==> src/rtl/vga_scan_gen.sv <==
// vga_scan_gen: VGA timing generator with pixel prescaler, scaled framebuffer
// address output and a latency-matched output stage.
// Ports:
//   clk, reset_n          system clock, asynchronous active-low reset
//   fb_addr, fb_rd        framebuffer read address {y, x} and active-area strobe
//   pix_data              framebuffer read data, sampled on the load edge
//   rgb, hsync, vsync     registered pixel and sync outputs
//   line_start, frame_start  one-clk pulses on the first pixel of a line/frame
//   hpos, vpos            current horizontal/vertical counters
module vga_scan_gen #(
  parameter int CLK_DIV       = 4,
  parameter int H_ACTIVE      = 640,
  parameter int H_FP          = 16,
  parameter int H_SYNC        = 96,
  parameter int H_BP          = 48,
  parameter int V_ACTIVE      = 400,
  parameter int V_FP          = 11,
  parameter int V_SYNC        = 2,
  parameter int V_BP          = 32,
  parameter bit HSYNC_POL     = 1'b0,
  parameter bit VSYNC_POL     = 1'b0,
  parameter int SCALE_LOG2    = 2,
  parameter int ADDR_X_BITS   = 8,
  parameter int ADDR_Y_BITS   = 7,
  parameter int PIXEL_BITS    = 8,
  parameter int FETCH_LATENCY = 1
) (
  input  logic                               clk,
  input  logic                               reset_n,
  output logic [ADDR_Y_BITS+ADDR_X_BITS-1:0] fb_addr,
  output logic                               fb_rd,
  input  logic [PIXEL_BITS-1:0]              pix_data,
  output logic [PIXEL_BITS-1:0]              rgb,
  output logic                               hsync,
  output logic                               vsync,
  output logic                               line_start,
  output logic                               frame_start,
  output logic [15:0]                        hpos,
  output logic [15:0]                        vpos
);
  localparam int PW = $clog2(CLK_DIV);
  localparam logic [PW-1:0] P_LAST = PW'(CLK_DIV - 1);
  localparam logic [PW-1:0] P_LOAD = PW'(FETCH_LATENCY);
  localparam logic [15:0] H_TOT = 16'(H_ACTIVE + H_FP + H_SYNC + H_BP);
  localparam logic [15:0] H_ACT = 16'(H_ACTIVE);
  localparam logic [15:0] H_SS  = 16'(H_ACTIVE + H_FP);
  localparam logic [15:0] H_SE  = 16'(H_ACTIVE + H_FP + H_SYNC);
  localparam logic [15:0] V_TOT = 16'(V_ACTIVE + V_FP + V_SYNC + V_BP);
  localparam logic [15:0] V_ACT = 16'(V_ACTIVE);
  localparam logic [15:0] V_SS  = 16'(V_ACTIVE + V_FP);
  localparam logic [15:0] V_SE  = 16'(V_ACTIVE + V_FP + V_SYNC);

  logic [PW-1:0]         presc_q, presc_d;
  logic [15:0]           hpos_q, hpos_d, vpos_q, vpos_d;
  logic [PIXEL_BITS-1:0] rgb_q, rgb_d;
  logic                  hsync_q, hsync_d, vsync_q, vsync_d;
  logic                  ls_q, ls_d, fs_q, fs_d;
  logic                  adv, load, line_end, active;

  // Counters advance on the last clk of a pixel; the output stage loads
  // FETCH_LATENCY clks into the next pixel, once the memory data is valid,
  // so every output trails the counters by the same FETCH_LATENCY+1 clks.
  always_comb begin
    adv      = presc_q == P_LAST;
    load     = presc_q == P_LOAD;
    line_end = hpos_q == H_TOT - 16'd1;
    active   = hpos_q < H_ACT && vpos_q < V_ACT;
    presc_d  = adv ? '0 : presc_q + PW'(1);
    hpos_d   = adv ? (line_end ? '0 : hpos_q + 16'd1) : hpos_q;
    vpos_d   = (adv && line_end) ? (vpos_q == V_TOT - 16'd1 ? '0 : vpos_q + 16'd1) : vpos_q;
    rgb_d    = load ? (active ? pix_data : '0) : rgb_q;
    hsync_d  = load ? ((hpos_q >= H_SS && hpos_q < H_SE) ? HSYNC_POL : ~HSYNC_POL) : hsync_q;
    vsync_d  = load ? ((vpos_q >= V_SS && vpos_q < V_SE) ? VSYNC_POL : ~VSYNC_POL) : vsync_q;
    ls_d     = load && hpos_q == '0;
    fs_d     = load && hpos_q == '0 && vpos_q == '0;
  end

  always_ff @(posedge clk or negedge reset_n) begin
    if (!reset_n) begin
      presc_q <= '0;
      hpos_q  <= '0;
      vpos_q  <= '0;
      rgb_q   <= '0;
      hsync_q <= ~HSYNC_POL;
      vsync_q <= ~VSYNC_POL;
      ls_q    <= 1'b0;
      fs_q    <= 1'b0;
    end else begin
      presc_q <= presc_d;
      hpos_q  <= hpos_d;
      vpos_q  <= vpos_d;
      rgb_q   <= rgb_d;
      hsync_q <= hsync_d;
      vsync_q <= vsync_d;
      ls_q    <= ls_d;
      fs_q    <= fs_d;
    end
  end

  // Counters sit at 0,0 (an active pixel) during reset; gating with reset_n
  // keeps the read strobe quiet until the scan actually runs.
  assign fb_addr     = {ADDR_Y_BITS'(vpos_q >> SCALE_LOG2), ADDR_X_BITS'(hpos_q >> SCALE_LOG2)};
  assign fb_rd       = active & reset_n;
  assign rgb         = rgb_q;
  assign hsync       = hsync_q;
  assign vsync       = vsync_q;
  assign line_start  = ls_q;
  assign frame_start = fs_q;
  assign hpos        = hpos_q;
  assign vpos        = vpos_q;
endmodule
==> config.mk <==
export PLATFORM = sky130hd
export DESIGN_NAME = vga_scan_gen
export DESIGN_NICKNAME = d
export VERILOG_FILES = /design/src/rtl/vga_scan_gen.sv
export SDC_FILE = /design/constraint.sdc
export NUM_CORES = 1
export LEC_CHECK = 0
export CORE_ASPECT_RATIO = 0.6
export CORE_MARGIN = 5
export CORE_UTILIZATION = 52
export CTS_CLUSTER_SIZE = 10
export DETAILED_ROUTE_END_ITERATION = 6
export GPL_TIMING_DRIVEN = 0
export PLACE_DENSITY = 0.85
export SKIP_CTS_REPAIR_TIMING = 1
export SLEW_MARGIN = 10
export SYNTH_ARGS = -nofsm -noshare
export SYNTH_HDL_FRONTEND = slang
export SYNTH_SLANG_ARGS = --single-unit
==> constraint.sdc <==
create_clock -name clk -period 3.5 [get_ports clk]
set_input_delay 0.525 -clock clk [delete_from_list [all_inputs] [get_ports clk]]
set_output_delay 0.525 -clock clk [all_outputs]
set_load 0.05 [all_outputs]
---- Yosys cells after proc, flatten, opt, wreduce, memory -nomap -nowiden ----
Cells that the tools add are included.
word-level totals
  input port bits ......................... 10
  word-level logic and storage cells ...... 36
  register bits after elaboration ......... 46
  output and inout port bits .............. 60
operators by class
  bitwise operators ....................... 1
  multiplexer cells ....................... 6
  reduce and logical (&&, ||, !) cells .... 8
  order comparisons ....................... 6
  $add $sub $neg .......................... 3
  equality and inequality tests ........... 4
operators by type and width
  kind                                                   count
  adder 16 x 1 -> 16 bit, second input constant          2
  zero test 16 bit                                       2
  < comparator 16 x 10 -> 1 bit, second input constant   2
  < comparator 16 x 9 -> 1 bit, second input constant    2
  2-to-1 mux 16 bit                                      2
  == test 16 x 10 -> 1 bit, second input constant        1
  == test 16 x 9 -> 1 bit, second input constant         1
  >= comparator 16 x 10 -> 1 bit, second input constant  1
  >= comparator 16 x 9 -> 1 bit, second input constant   1
  2-to-1 mux 8 bit                                       1
  logical AND 1 bit                                      6
  adder 2 x 1 -> 2 bit, second input constant            1
  == test 2 x 1 -> 1 bit, second input constant          1
  == test 2 bit, second input constant                   1
  2-to-1 mux 1 bit                                       2
  2-to-1 mux 2 bit                                       1
  AND 1 bit                                              1

---- Depth between registers and ports, before layout ----
  word-level depth ........................ 3
  mapped depth ............................ 8
  mapped depth without buffers ............ 6

---- Worst setup path before layout ----
No wires, ideal clock.
  path kind ............................... reg-to-output
  start point ............................. reg hpos_q[12] (netlist: hpos[12])
  end point ............................... out fb_rd
  buffers on the path ..................... 0
  data required time ...................... 2,975 ps
  path slack .............................. 985 ps
  stages on the path, launching flop included .. 5
  arrival time ............................ 1,990 ps
  path through ............................ dfrtp_1 nor4_4 nand3_1 nor3_2 and2_1
on the way
  cells in the longest elaborated chain, start to end .. 3
RTL lines
  item                           RTL line  source
  start, declared                54        logic [15:0] hpos_q, hpos_d, vpos_q, vpos_d;
  start signal, assigned         90        hpos_q <= hpos_d;
  < comparator 16 x 10 -> 1 bit  67        active = hpos_q < H_ACT && vpos_q < V_ACT;
  logical AND 1 bit              67
  AND 1 bit                      103       assign fb_rd = active & reset_n;
  end, declared                  31        output logic fb_rd,
Every way passes these cells.

---- Worst setup path in the final report ----
  start point ............................. reg vpos_q[11] (netlist: vpos[11])
  end point ............................... out fb_rd
on the way
  cells in the longest elaborated chain, start to end .. 3
RTL lines
  item                          RTL line  source
  start, declared               54
  start signal, assigned        91        vpos_q <= vpos_d;
  < comparator 16 x 9 -> 1 bit  67
  logical AND 1 bit             67
  AND 1 bit                     103
Every way passes these cells.

==> run_results.csv <==
group,metric,value,unit
run_status,outcome,"complete, no violations",
place,gp_congestion,0.887,
floorplanning,num_io_pins,70,
synthesis,synth_cells,254,
pwr,ir_worst_vdd,0.257,mV
route,drtPass1Iterations,4,
layout,finalNetCount,348,
layout,layout_common_cells,"68 x clkdlybuf4s50_1, 44 x dfrtp_1, 17 x nand2_1, 15 x buf_4",
critical_path,crit_family,"simple AND/OR/NAND/NOR gates",
floorplanning,die_w,101,µm
cts,cts_max_level,2,
route,routed_wirelength,5.96,mm
critical_path,timing.critical_path.cells,"nor4_2 > nand2_1 > nor3_4 > and2_1 > clkdlybuf4s50_1",
route,wl_per_cell,15.1,µm
route,routed_via_density,5.61,
route,drt_iter0_markers,195,
cts,tritoncts,"built",
global_route,met1_usage,27.8,%
global_route,grt_usage,19.2,%
layout,area_growth,34.6,%
critical_path,cp.required,2.97,ns
sta,finalSetupViolations,0,
sta,max_clock_freq,0.306,GHz
synthesis,syn_nets,271,
synthesis,syn-cell-area,2590,µm²
sta,fin_crit_sh,93.4,%
cts,cts_made_buffers,5,
layout,layout-drive-gt1-share,17.2,%
job,maxCapViolations,0,
global_route,busiest_layer,"met1",
sta,period_needed,3.27,ns
critical_path,startpoint_type,"flop",
synthesis,ys_seq_area_share,44.5,%
sta,rsz0062_at_grt,"false",
place,dp_hpwl,4.59,mm
sta,finalSetupTns,0,ns
critical_path,path_class,"flop to output pin",
route,drc,0,
critical_path,cp-end-kind,"output pin",
layout,antennaDiodeCount,0,
cts,clkSinkCount,46,
critical_path,cpPeakStageDelay,0.80,ns
global_route,grt_max_degree,28,
sta,tightest_slew,0.594,ns
global_route,grt_antenna_before_repair,0,
floorplanning,die-area,6550,µm²
sta,drv_slew,0,
global_route,globalRoute.totalOverflow,0,
synthesis,synth-seq-cells,46,
route,ant_nets,0,
floorplanning,core,4710,µm²
pwr,power_leakage,1.48,nW
synthesis,synth_cell_types,46,
global_route,grt_pass1_vias,2139,
sta,hold_viol,0,
sta,holdWs,0.182,ns
place,port_buffers,69,
global_route,grt_pass1_wl,10.1,mm
route,vias,2215,
sta,relSlewSlack,60.0,%
cts,cts_max_path_buffers,2,
pwr,p_per_area,281,nW/µm²
critical_path,critPathMaxFanout,9,
cts,cts-root-buf,"clkbuf_8",
floorplanning,initial_core_util,55.1,%
synthesis,yosysWarnings,0,
critical_path,cp_slowest_cell,"clkdlybuf4s50_1",
critical_path,cp.arrival,2.74,ns
worst_hold_path,hp-class,"primary input to async pin",
cts,cts.clk_slew.worst_paths,0.08,ns
critical_path,crit_buf_inv,1,
global_route,use_met3,8.15,%
synthesis,syn_avg_cell_area,10.2,µm²
sta,finClkSkew,0.00621,ns
critical_path,rrSetupSlack,1.47,ns
global_route,use_met2,27.2,%
floorplanning,die_y,64.7,µm
floorplanning,row_count,19,
cts,clock_latency,0.29,ns
layout,final_common_cell,"clkdlybuf4s50_1",
routing by layer:
metal,part of all wire [%],up-vias
met5,0,-
li1,-,1056
met2,43,94
met4,0.49,0
met1,45,1058
met3,12,7
power breakdown:
part / leakage (nW) / internal [mW] / total (mW) / switching [mW]
Combinational: 0.823 / 0.0242 / 0.0591 / 0.0349
Clock: 0.0524 / 0.214 / 0.383 / 0.170
Sequential: 0.603 / 0.536 / 0.538 / 0.00215
registers in the layout (all words and copies together), names as in the netlist:
name,count
hsync,1
frame_start,1
vpos,16
vsync,1
rgb,8
hpos,16
presc_q,2
line_start,1
area by class of cell:
cell class                 instances  area (µm²)
timing repair buffer              70         706
clock buffer                       7        76.3
inverter                          13        48.8
tap                               63        78.8
multi-input combinational        168        1210
clock inverter                     1        30.0
sequential                        46        1150
buffer                            27         189
fill                             338        1220
through the flow:
step,utilization [%],power (mW),worst slack [ns],std cells,area (µm²)
final,74.2,0.980,0.232,395,3490
after global routing,74.2,1.02,0.0807,395,3490
after CTS,74.0,0.988,0.0881,395,3480
after detailed placement,71.8,0.608,0.452,387,3380
after global placement,71.5,0.606,-0.648,386,3360
after floorplan,-,0.574,0.985,254,2590
Yosys cell counts, drive strengths merged:
| library cell | n | area, µm² |
|---|---|---|
| dfrtp | 44 | 1100 |
| buf | 25 | 181 |
| nand2 | 18 | 75.1 |
| nor4 | 15 | 168 |
| nand3 | 14 | 75.1 |
| inv | 13 | 48.8 |
| nand4 | 12 | 81.3 |
| nor2 | 11 | 41.3 |
| xnor2 | 10 | 87.6 |
| nor3 | 9 | 50.1 |
| xor2 | 9 | 78.8 |
| a31o | 8 | 70.1 |
| nor2b | 8 | 50.1 |
| ha | 7 | 87.6 |
| o21ai | 7 | 35.0 |
| a211oi | 6 | 45.0 |
| o22ai | 6 | 37.5 |
| and3 | 4 | 25.0 |
| a211o | 2 | 17.5 |
| and2 | 2 | 12.5 |
| and4 | 2 | 17.5 |
| and4b | 2 | 20.0 |
| clkbuf | 2 | 7.51 |
| dfstp | 2 | 52.6 |
| mux2i | 2 | 20.0 |
| nand2b | 2 | 12.5 |
| a21o | 1 | 7.51 |
| a21oi | 1 | 5.00 |
| a22o | 1 | 8.76 |
| a31oi | 1 | 6.26 |
| and4bb | 1 | 12.5 |
| nand4b | 1 | 8.76 |
| nor3b | 1 | 7.51 |
| nor4b | 1 | 8.76 |
| o31ai | 1 | 7.51 |
| or2 | 1 | 6.26 |
| or3b | 1 | 8.76 |
| or4 | 1 | 7.51 |
final timing paths:
path                                            from                   end  cells past startpoint
worst max-delay path            vpos[11]$_DFFE_PN0P_                 fb_rd                      5
worst min-delay path                         reset_n  hpos[15]$_DFFE_PN0P_                      1
worst max register to register  presc_q[0]$_DFF_PN0_   vpos[1]$_DFFE_PN0P_                      8
worst min register to register  presc_q[0]$_DFF_PN0_  presc_q[0]$_DFF_PN0_                      1
max in group asynchronous                    reset_n     vsync$_DFFE_PN1P_                      2
min in group clk                presc_q[0]$_DFF_PN0_  presc_q[0]$_DFF_PN0_                      1
cells by family (layout without fill, tap and decap cells):
logic type / count (synthesis) / after routing / synth area share, %
xor gates and xnor gates: 19 / 19 / 6.42
DFF: 46 / 46 / 44.5
buffers and inverters: 40 / 118 / 9.17
muxes: 2 / 2 / 0.772
AOI/OAI and AO/OA: 34 / 34 / 9.26
adders and majority gates: 7 / 7 / 3.38
and+or+nand+nor: 106 / 106 / 26.5
No activity file was read; power rests on OpenSTA's default activity.
